**config.mk**
```make
export PLATFORM = sky130hd
export DESIGN_NAME = sti_receiver
export DESIGN_NICKNAME = d
export VERILOG_FILES = /design/src/rtl/sti_receiver.sv
export SDC_FILE = /design/constraint.sdc
export NUM_CORES = 1
export LEC_CHECK = 0
export CAP_MARGIN = 20
export CORE_ASPECT_RATIO = 1.75
export CORE_UTILIZATION = 40
export CTS_CLUSTER_DIAMETER = 120
export DETAILED_ROUTE_END_ITERATION = 7
export PLACE_DENSITY = 0.61
export SYNTH_ARGS = -nofsm -noshare
export SYNTH_HDL_FRONTEND = slang
export SYNTH_SLANG_ARGS = --single-unit
```
**constraint.sdc**
```tcl
create_clock -name clk -period 3 [get_ports clk]
set_input_delay 0.6 -clock clk [delete_from_list [all_inputs] [get_ports clk]]
set_output_delay 0.6 -clock clk [all_outputs]
set_load 0.02 [all_outputs]
```
**src/rtl/sti_receiver.sv**
```systemverilog
// STI serial receiver: rebuilds a 16-bit payload from an 8/16/24/32-bit frame
// qualified by si_valid, and reports truncated frames and nonzero fill bits.
module sti_receiver #(
  parameter int DATA_W = 16,
  parameter int CNT_W  = 6
) (
  input  logic              clk,
  input  logic              reset,
  input  logic              si_data,
  input  logic              si_valid,
  input  logic [1:0]        cfg_length,
  input  logic              cfg_msb,
  input  logic              cfg_low,
  input  logic              cfg_fill,
  output logic [DATA_W-1:0] po_data,
  output logic              po_valid,
  output logic              po_fill_err,
  output logic              po_err,
  output logic [7:0]        po_count
);

  typedef enum logic {IDLE, RECV} state_t;

  state_t            state_reg;
  logic [CNT_W-1:0]  k_reg;
  logic [1:0]        len_reg;
  logic              msb_reg;
  logic              low_reg;
  logic              fsel_reg;
  logic [DATA_W-1:0] payload_reg;
  logic [DATA_W-1:0] payload_next;
  logic              fill_err_reg;
  logic              fill_err_next;

  logic              idle;
  logic [1:0]        eff_len;
  logic              eff_msb;
  logic              eff_low;
  logic              eff_fill;
  logic [CNT_W-1:0]  k_cur;
  logic [CNT_W-1:0]  n_bits;
  logic [CNT_W-1:0]  data_start;
  logic              wide;
  logic              is_data;
  logic [3:0]        d;
  logic [3:0]        pos;
  logic              last;

  // The first bit of a frame is decoded with the live cfg; later bits use the shadow copy.
  always_comb begin
    idle       = (state_reg == IDLE);
    eff_len    = idle ? cfg_length : len_reg;
    eff_msb    = idle ? cfg_msb    : msb_reg;
    eff_low    = idle ? cfg_low    : low_reg;
    eff_fill   = idle ? cfg_fill   : fsel_reg;
    k_cur      = idle ? '0 : k_reg;
    n_bits     = CNT_W'({eff_len, 3'b000}) + CNT_W'(8);
    wide       = eff_len[1];
    data_start = (wide && (eff_fill != eff_msb)) ? n_bits - CNT_W'(16) : '0;
    is_data    = !wide || ((k_cur >= data_start) && (k_cur < data_start + CNT_W'(16)));
    d          = k_cur[3:0] - data_start[3:0];
    if (eff_len == 2'b00) begin
      pos = {eff_low, eff_msb ? 3'd7 - d[2:0] : d[2:0]};
    end else begin
      pos = eff_msb ? 4'd15 - d : d;
    end
    last = (k_cur == n_bits - CNT_W'(1));

    payload_next = idle ? '0 : payload_reg;
    if (is_data) begin
      payload_next[pos] = si_data;
    end
    fill_err_next = (idle ? 1'b0 : fill_err_reg) | (si_data & ~is_data);
  end

  always_ff @(posedge clk) begin
    if (reset) begin
      state_reg    <= IDLE;
      k_reg        <= '0;
      len_reg      <= '0;
      msb_reg      <= 1'b0;
      low_reg      <= 1'b0;
      fsel_reg     <= 1'b0;
      payload_reg  <= '0;
      fill_err_reg <= 1'b0;
      po_data      <= '0;
      po_valid     <= 1'b0;
      po_fill_err  <= 1'b0;
      po_err       <= 1'b0;
      po_count     <= '0;
    end else begin
      po_valid <= 1'b0;
      po_err   <= 1'b0;
      case (state_reg)
        IDLE: begin
          if (si_valid) begin
            len_reg      <= cfg_length;
            msb_reg      <= cfg_msb;
            low_reg      <= cfg_low;
            fsel_reg     <= cfg_fill;
            payload_reg  <= payload_next;
            fill_err_reg <= fill_err_next;
            state_reg    <= RECV;
            k_reg        <= CNT_W'(1);
          end
        end
        RECV: begin
          if (si_valid) begin
            payload_reg  <= payload_next;
            fill_err_reg <= fill_err_next;
            if (last) begin
              // Returning to IDLE lets a following si_valid bit start the next frame with no gap.
              po_data     <= payload_next;
              po_fill_err <= fill_err_next;
              po_valid    <= 1'b1;
              po_count    <= po_count + 8'd1;
              state_reg   <= IDLE;
              k_reg       <= '0;
            end else begin
              k_reg <= k_reg + CNT_W'(1);
            end
          end else begin
            po_err    <= 1'b1;
            state_reg <= IDLE;
            k_reg     <= '0;
          end
        end
        default: begin
          state_reg <= IDLE;
          k_reg     <= '0;
        end
      endcase
    end
  end

endmodule

```
==> results of run 1 <==
## synthesized netlist by cell type (2+ instances only)
master / n
nor2_1: 40
mux2i_1: 11
nand4_1: 8
or3_1: 2
xor2_1: 10
ha_1: 9
buf_1: 3
a211oi_1: 2
a31oi_1: 5
o21ai_0: 3
nand2_1: 48
buf_2: 6
o211ai_1: 9
nand3b_1: 2
nor2b_1: 7
xnor2_1: 6
nand2b_1: 2
a21o_1: 2
clkbuf_1: 17
inv_1: 3
dfxtp_1: 56
a32oi_1: 7
and2_1: 6
and3_1: 2
o311ai_1: 7
nor3_1: 2
nor3b_1: 6
nand3_1: 28
buf_6: 3
a311oi_1: 4
a21oi_1: 19
## metrics by stage
stage          total power, uW  TNS, ns  utilization, %  worst slack (ns)
3_5_place_dp              1040    -8.95            49.2            -0.554
6_report                  1650        0            52.5            0.0497
5_1_grt                   1710   -0.609            52.5           -0.0701
3_3_place_gp              1040    -8.08            49.2            -0.498
2_1_floorplan              956        0               -            0.0292
4_1_cts                   1650        0            51.6            0.0910
## power groups by stage
stage | registers (uW) | clock network (uW) | logic [uW]
after floorplan | 778 | 0 | 178
after global placement | 784 | 0 | 258
after detailed placement | 784 | 0 | 260
after CTS | 767 | 610 | 273
after global routing | 769 | 632 | 310
final | 767 | 593 | 288
## per-layer routing
layer | vias up | track usage [%]
met3 | 15 | 3.15
met2 | 45 | 37.8
li1 | 1355 | -
met1 | 1312 | 23.1
met4 | 0 | 9.93
met5 | - | 0
## kinds of logic (layout without fill, tap and decap cells)
group | count (synthesis) | in the layout | synth area share (%)
compound gates | 70 | 70 | 17.7
xor+xnor | 16 | 16 | 4.74
fa+ha+maj | 9 | 9 | 3.81
buf+inv | 33 | 79 | 5.33
flops | 56 | 56 | 37.9
mux | 12 | 12 | 4.19
simple gates | 160 | 162 | 26.3
## critical path, stage by stage
cell and delay [ns]:
dlygate4sd2_1 0.25, xor2_1 0.16, nor2_1 0.15, a211oi_2 0.06, and2_1 0.19, ha_4 0.27, or4b_4 0.46, a31oi_4 0.17
o22ai_4 0.13, or2_2 0.38, o211ai_1 0.18, a311oi_1 0.11
## timing repair
action / 4_1_cts / 5_1_grt
endpoints found under the setup margin: 19 / 9
buffers inserted: 1 / 0
gates resized for setup: 9 / 6
pin swaps: 7 / 6
cloned: 1 / 1
## layout make-up
| type | count | share of cell area [%] |
|---|---|---|
| clock buffer | 6 | 3.42 |
| clock inverter | 2 | 0.431 |
| inverter | 3 | 0.299 |
| multi-input combinational | 269 | 47.5 |
| sequential | 56 | 29.8 |
| tap | 86 | 2.85 |
| timing repair buffer | 68 | 15.7 |
## worst max-delay path by stage
stage	endpoint	slack [ns]
after global placement	payload_reg[6]	-0.50
after floorplan	payload_reg[1]	0.03
final	po_data[7]	0.05
after detailed placement	payload_reg[1]	-0.55
after CTS	payload_reg[4]	0.09
after global routing	payload_reg[4]	-0.07
==> results.cfg, run 1 <==
[routing]
wl_met3_um = 185
wl_per_cell_um = 15.9
drc = 0
viasPerCell = 5.57
ant_nets = 0
dr.max_layer_used = met4
firstDrtPassIters = 4
finalWirelength_um = 7810
drt-initial-drc-count = 158
wl_met1_um = 3140
via_count = 2727
met2RoutedLength_um = 4260

[cells_and_area]
final_layout_size_suffix_gt1_share_pct = 16.1
fin_area_mm2 = 0.00377
n_antenna_cell = 0
seq_area_mm2 = 0.00112
finalNetCount = 421
final_common_cell = dfxtp_1
area_growth_pct = 27.5
multi_input_area_mm2 = 0.00179
final.fill_count = 711
final_cell_mix = 55 x dfxtp_1, 48 x nand2_1, 40 x nor2_1
fin_cells = 490

[place]
dpl_cell_area_mm2 = 0.00353
place_congestion = 0.809
dp_cells = 479
io_buffers = 35
dpl.hpwl_um = 5380

[sta]
tightest_slew_ns = 0.886
slew_violations = 0
min_period_over_period_pct = 98.3
hold_viol = 0
timing.slew.headroom_pct = 40.7
rsz0062_at_grt = true
min_period_ns = 2.95
fmax_mhz = 339
fin_skew_ns = 0.00929
setup_violations = 0
timing.hold.ws_ns = 0.455

[worst_setup_path]
critical_path.endpoint_type = register
crit_type = primary input to register
reg2reg_from = state_reg
cp_max_fo = 8
r2r_end = po_data[7]
crit_arrival_ns = 3.12
r2r_slack_ns = 0.14
cp.required_ns = 3.17
cp-start-kind = primary input
startpoint = cfg_msb
rr_worst_depth = 10

[pwr]
seq_power_share_pct = 46.5
p_int_uw = 1180
leakage_uw = 0.00140
power_switching_uw = 464
p_comb_share_pct = 17.5
power_frac_clock_pct = 36.0
peakVddDrop_mv = 0.318
switching_share_pct = 28.1
p_per_area_mw_per_mm2 = 437

[clock_tree]
cts_tree = built
htree_num_levels = 2
clk_path_buf_depth = 2
path_clk_slew_ns = 0.08
clock_latency_ns = 0.30
cts.sinks = 56
root_buffer = clkbuf_16
holdBufCountCts = 0
numCtsBuffers = 5

[die]
fp-row-count = 41
dieArea_mm2 = 0.00775
die_w_um = 67.0
ios = 36
core_area_mm2 = 0.00718
die_h_um = 116
start_util_pct = 41.2

[synth]
synthArstFlopShare_pct = 0
syn_area_per_cell_um2 = 8.31
synth_cells = 356
synth_area_leaders = dfxtp_1 38%, nand2_1 6.1%, nor2_1 5.1%, nand3_1 4.7%, ha_1 3.8%
ys_ff_latch = 56
yosysSeqAreaShare_pct = 37.9
synth_fp_nets = 374
synth_ff_type = dfxtp_1
synth-edff-count = 0
netlist_area_mm2 = 0.00296
synth_cell_types = 52
netlist.area_leader.share_pct = 37.9
yosysWarnings = 0
synth_area_leader_cell = dfxtp_1

[worst_hold_path]
hold_path.class = register to register
hp-start = po_data[1]
hold_path_end = po_data[1]
whs_path_depth = 2

[global_routing]
antenna_found_initial = 0
overflow = 0
grt_pass1_wl_um = 12300
grt_max_degree = 39
grt_use_total_pct = 20.9
grt_pass1_vias = 2634

[run_status]
outcome = finished clean

[flow_run]
cap_violations = 0
Power figures use the tool's default switching activity.
==> inputs of run 2 (changes only) <==
Settings changed: HOLD_SLACK_MARGIN from default to 0.08.
==> results of run 2 <==
The final DEF is identical to that of run 1; final timing and power are the same.
==> inputs of run 3 (changes only) <==
Settings changed: PLACE_DENSITY 0.61 to 0.67.
==> run 3 against run 2 <==
Compared with the run above:
- final area increased by 1.2%
- total power grew 1.0%
- global-route usage grew 0.33 points
- critical path type is now register to register
- critical path depth decreased by 2
- worst hold slack lost 0.0054 ns
- largest power group unchanged
==> results.cfg, run 3 (synthesis gave the netlist of run 1 again) <==
[clock_tree]
numCtsBuffers = 5
clk_path_buf_depth = 2
cts_tree = built
htree_num_levels = 2
clock_latency_ns = 0.30
holdBufCountCts = 0
cts.sinks = 56
root_buffer = clkbuf_16
path_clk_slew_ns = 0.08

[global_routing]
antenna_found_initial = 0
grt_use_total_pct = 21.2
overflow = 0
grtUsageMet3_pct = 3.05
grt_pass1_vias = 2703
globalRouteMet1Util_pct = 23.6
grt_util_met2_pct = 37.6
grt_pass1_wl_um = 12600
busiest_layer = met2
grt_max_degree = 38

[worst_setup_path]
critical_path.endpoint_type = register
crit_type = register to register
cp.required_ns = 3.17
r2r_slack_ns = 0.16
cp-start-kind = register
cp_max_fo = 7
crit_arrival_ns = 3.01

[cells_and_area]
area_growth_pct = 29.1
final_common_cell = dfxtp_1
fin_cells = 488
final.fill_count = 675
n_antenna_cell = 0
finalNetCount = 419
final_layout_size_suffix_gt1_share_pct = 18.4
final_cell_mix = 55 x dfxtp_1, 48 x nand2_1, 40 x nor2_1

[sta]
timing.hold.ws_ns = 0.450
finalSetupTns_ns = 0
fin_skew_ns = 0.00753
tightest_slew_ns = 0.910
min_period_over_period_pct = 94.6
fmax_mhz = 353
rsz0062_at_grt = false
slew_violations = 0
hold_viol = 0
min_period_ns = 2.84
timing.slew.headroom_pct = 39.1
setup_violations = 0

[routing]
finalWirelength_um = 7690
viasPerCell = 5.71
via_count = 2787
drc = 0
wl_per_cell_um = 15.8
firstDrtPassIters = 6
drt-initial-drc-count = 164
ant_nets = 0

[die]
start_util_pct = 41.2
die_w_um = 67.0
core_area_mm2 = 0.00718
fp-row-count = 41
dieArea_mm2 = 0.00775
ios = 36
die_h_um = 116

[place]
io_buffers = 35
place_congestion = 0.883
dpl.hpwl_um = 5490
dp_cells = 477

[worst_hold_path]
hold_path.class = register to register

[pwr]
power.total_uw = 1660
peakVddDrop_mv = 0.320
leakage_uw = 0.00143
p_per_area_mw_per_mm2 = 436

[run_status]
outcome = finished clean

[flow_run]
cap_violations = 0
-- run 3: area by class of cell --
| class | instances | area (um2) | share of cell area [%] |
|---|---|---|---|
| timing repair buffer | 67 | 598 | 15.7 |
| clock inverter | 3 | 22.5 | 0.590 |
| tap | 86 | 108 | 2.82 |
| inverter | 3 | 11.3 | 0.295 |
| multi-input combinational | 268 | 1830 | 47.9 |
| clock buffer | 5 | 125 | 3.28 |
| sequential | 56 | 1120 | 29.4 |
-- run 3: final timing paths --
| kind | start | end | depth (start not counted) |
|---|---|---|---|
| setup / recovery | state_reg | po_data[7] | 10 |
| hold / removal | po_data[3] | po_data[3] | 2 |
| setup reg to reg | state_reg | po_data[7] | 10 |
| hold reg to reg | po_data[3] | po_data[3] | 2 |
-- run 3: through the flow --
step,worst slack (ns),util (%),cell area [um2]
CTS,0.00367,52.0,3740
global placement,-0.497,49.2,3530
global route,0.0237,53.1,3820
finish,0.163,53.1,3820
floorplan,0.0292,-,3000
detailed placement,-0.592,49.2,3530
-- run 3: report_power, final --
part           leakage, uW  switching (uW)  internal [uW]
combinational     0.000899             168            131
sequential        0.000453            14.8            754
clock            0.0000742             284            313
total              0.00143             467           1200
-- run 3: per-layer routing --
| layer | vias up | wire (um) |
|---|---|---|
| li1 | 1361 | - |
| met1 | 1324 | 2970 |
| met2 | 79 | 4100 |
| met3 | 23 | 347 |
| met4 | 0 | 277 |
| met5 | - | 0 |
-- run 3: what timing repair did --
action	in CTS	in global routing
pin swaps	9	13
setup endpoints to repair	19	20
gates cloned	1	0
buffers inserted	2	0
resized for setup	9	19
-- run 3: critical path, cell delays in order (launching register included) --
cell	delay (ns)
dfxtp_2	0.46
mux2i_4	0.30
a211oi_2	0.07
and2_4	0.16
ha_4	0.26
or4b_4	0.47
a31oi_4	0.20
o22ai_4	0.13
or2_4	0.31
o211ai_1	0.23
a311oi_2	0.12
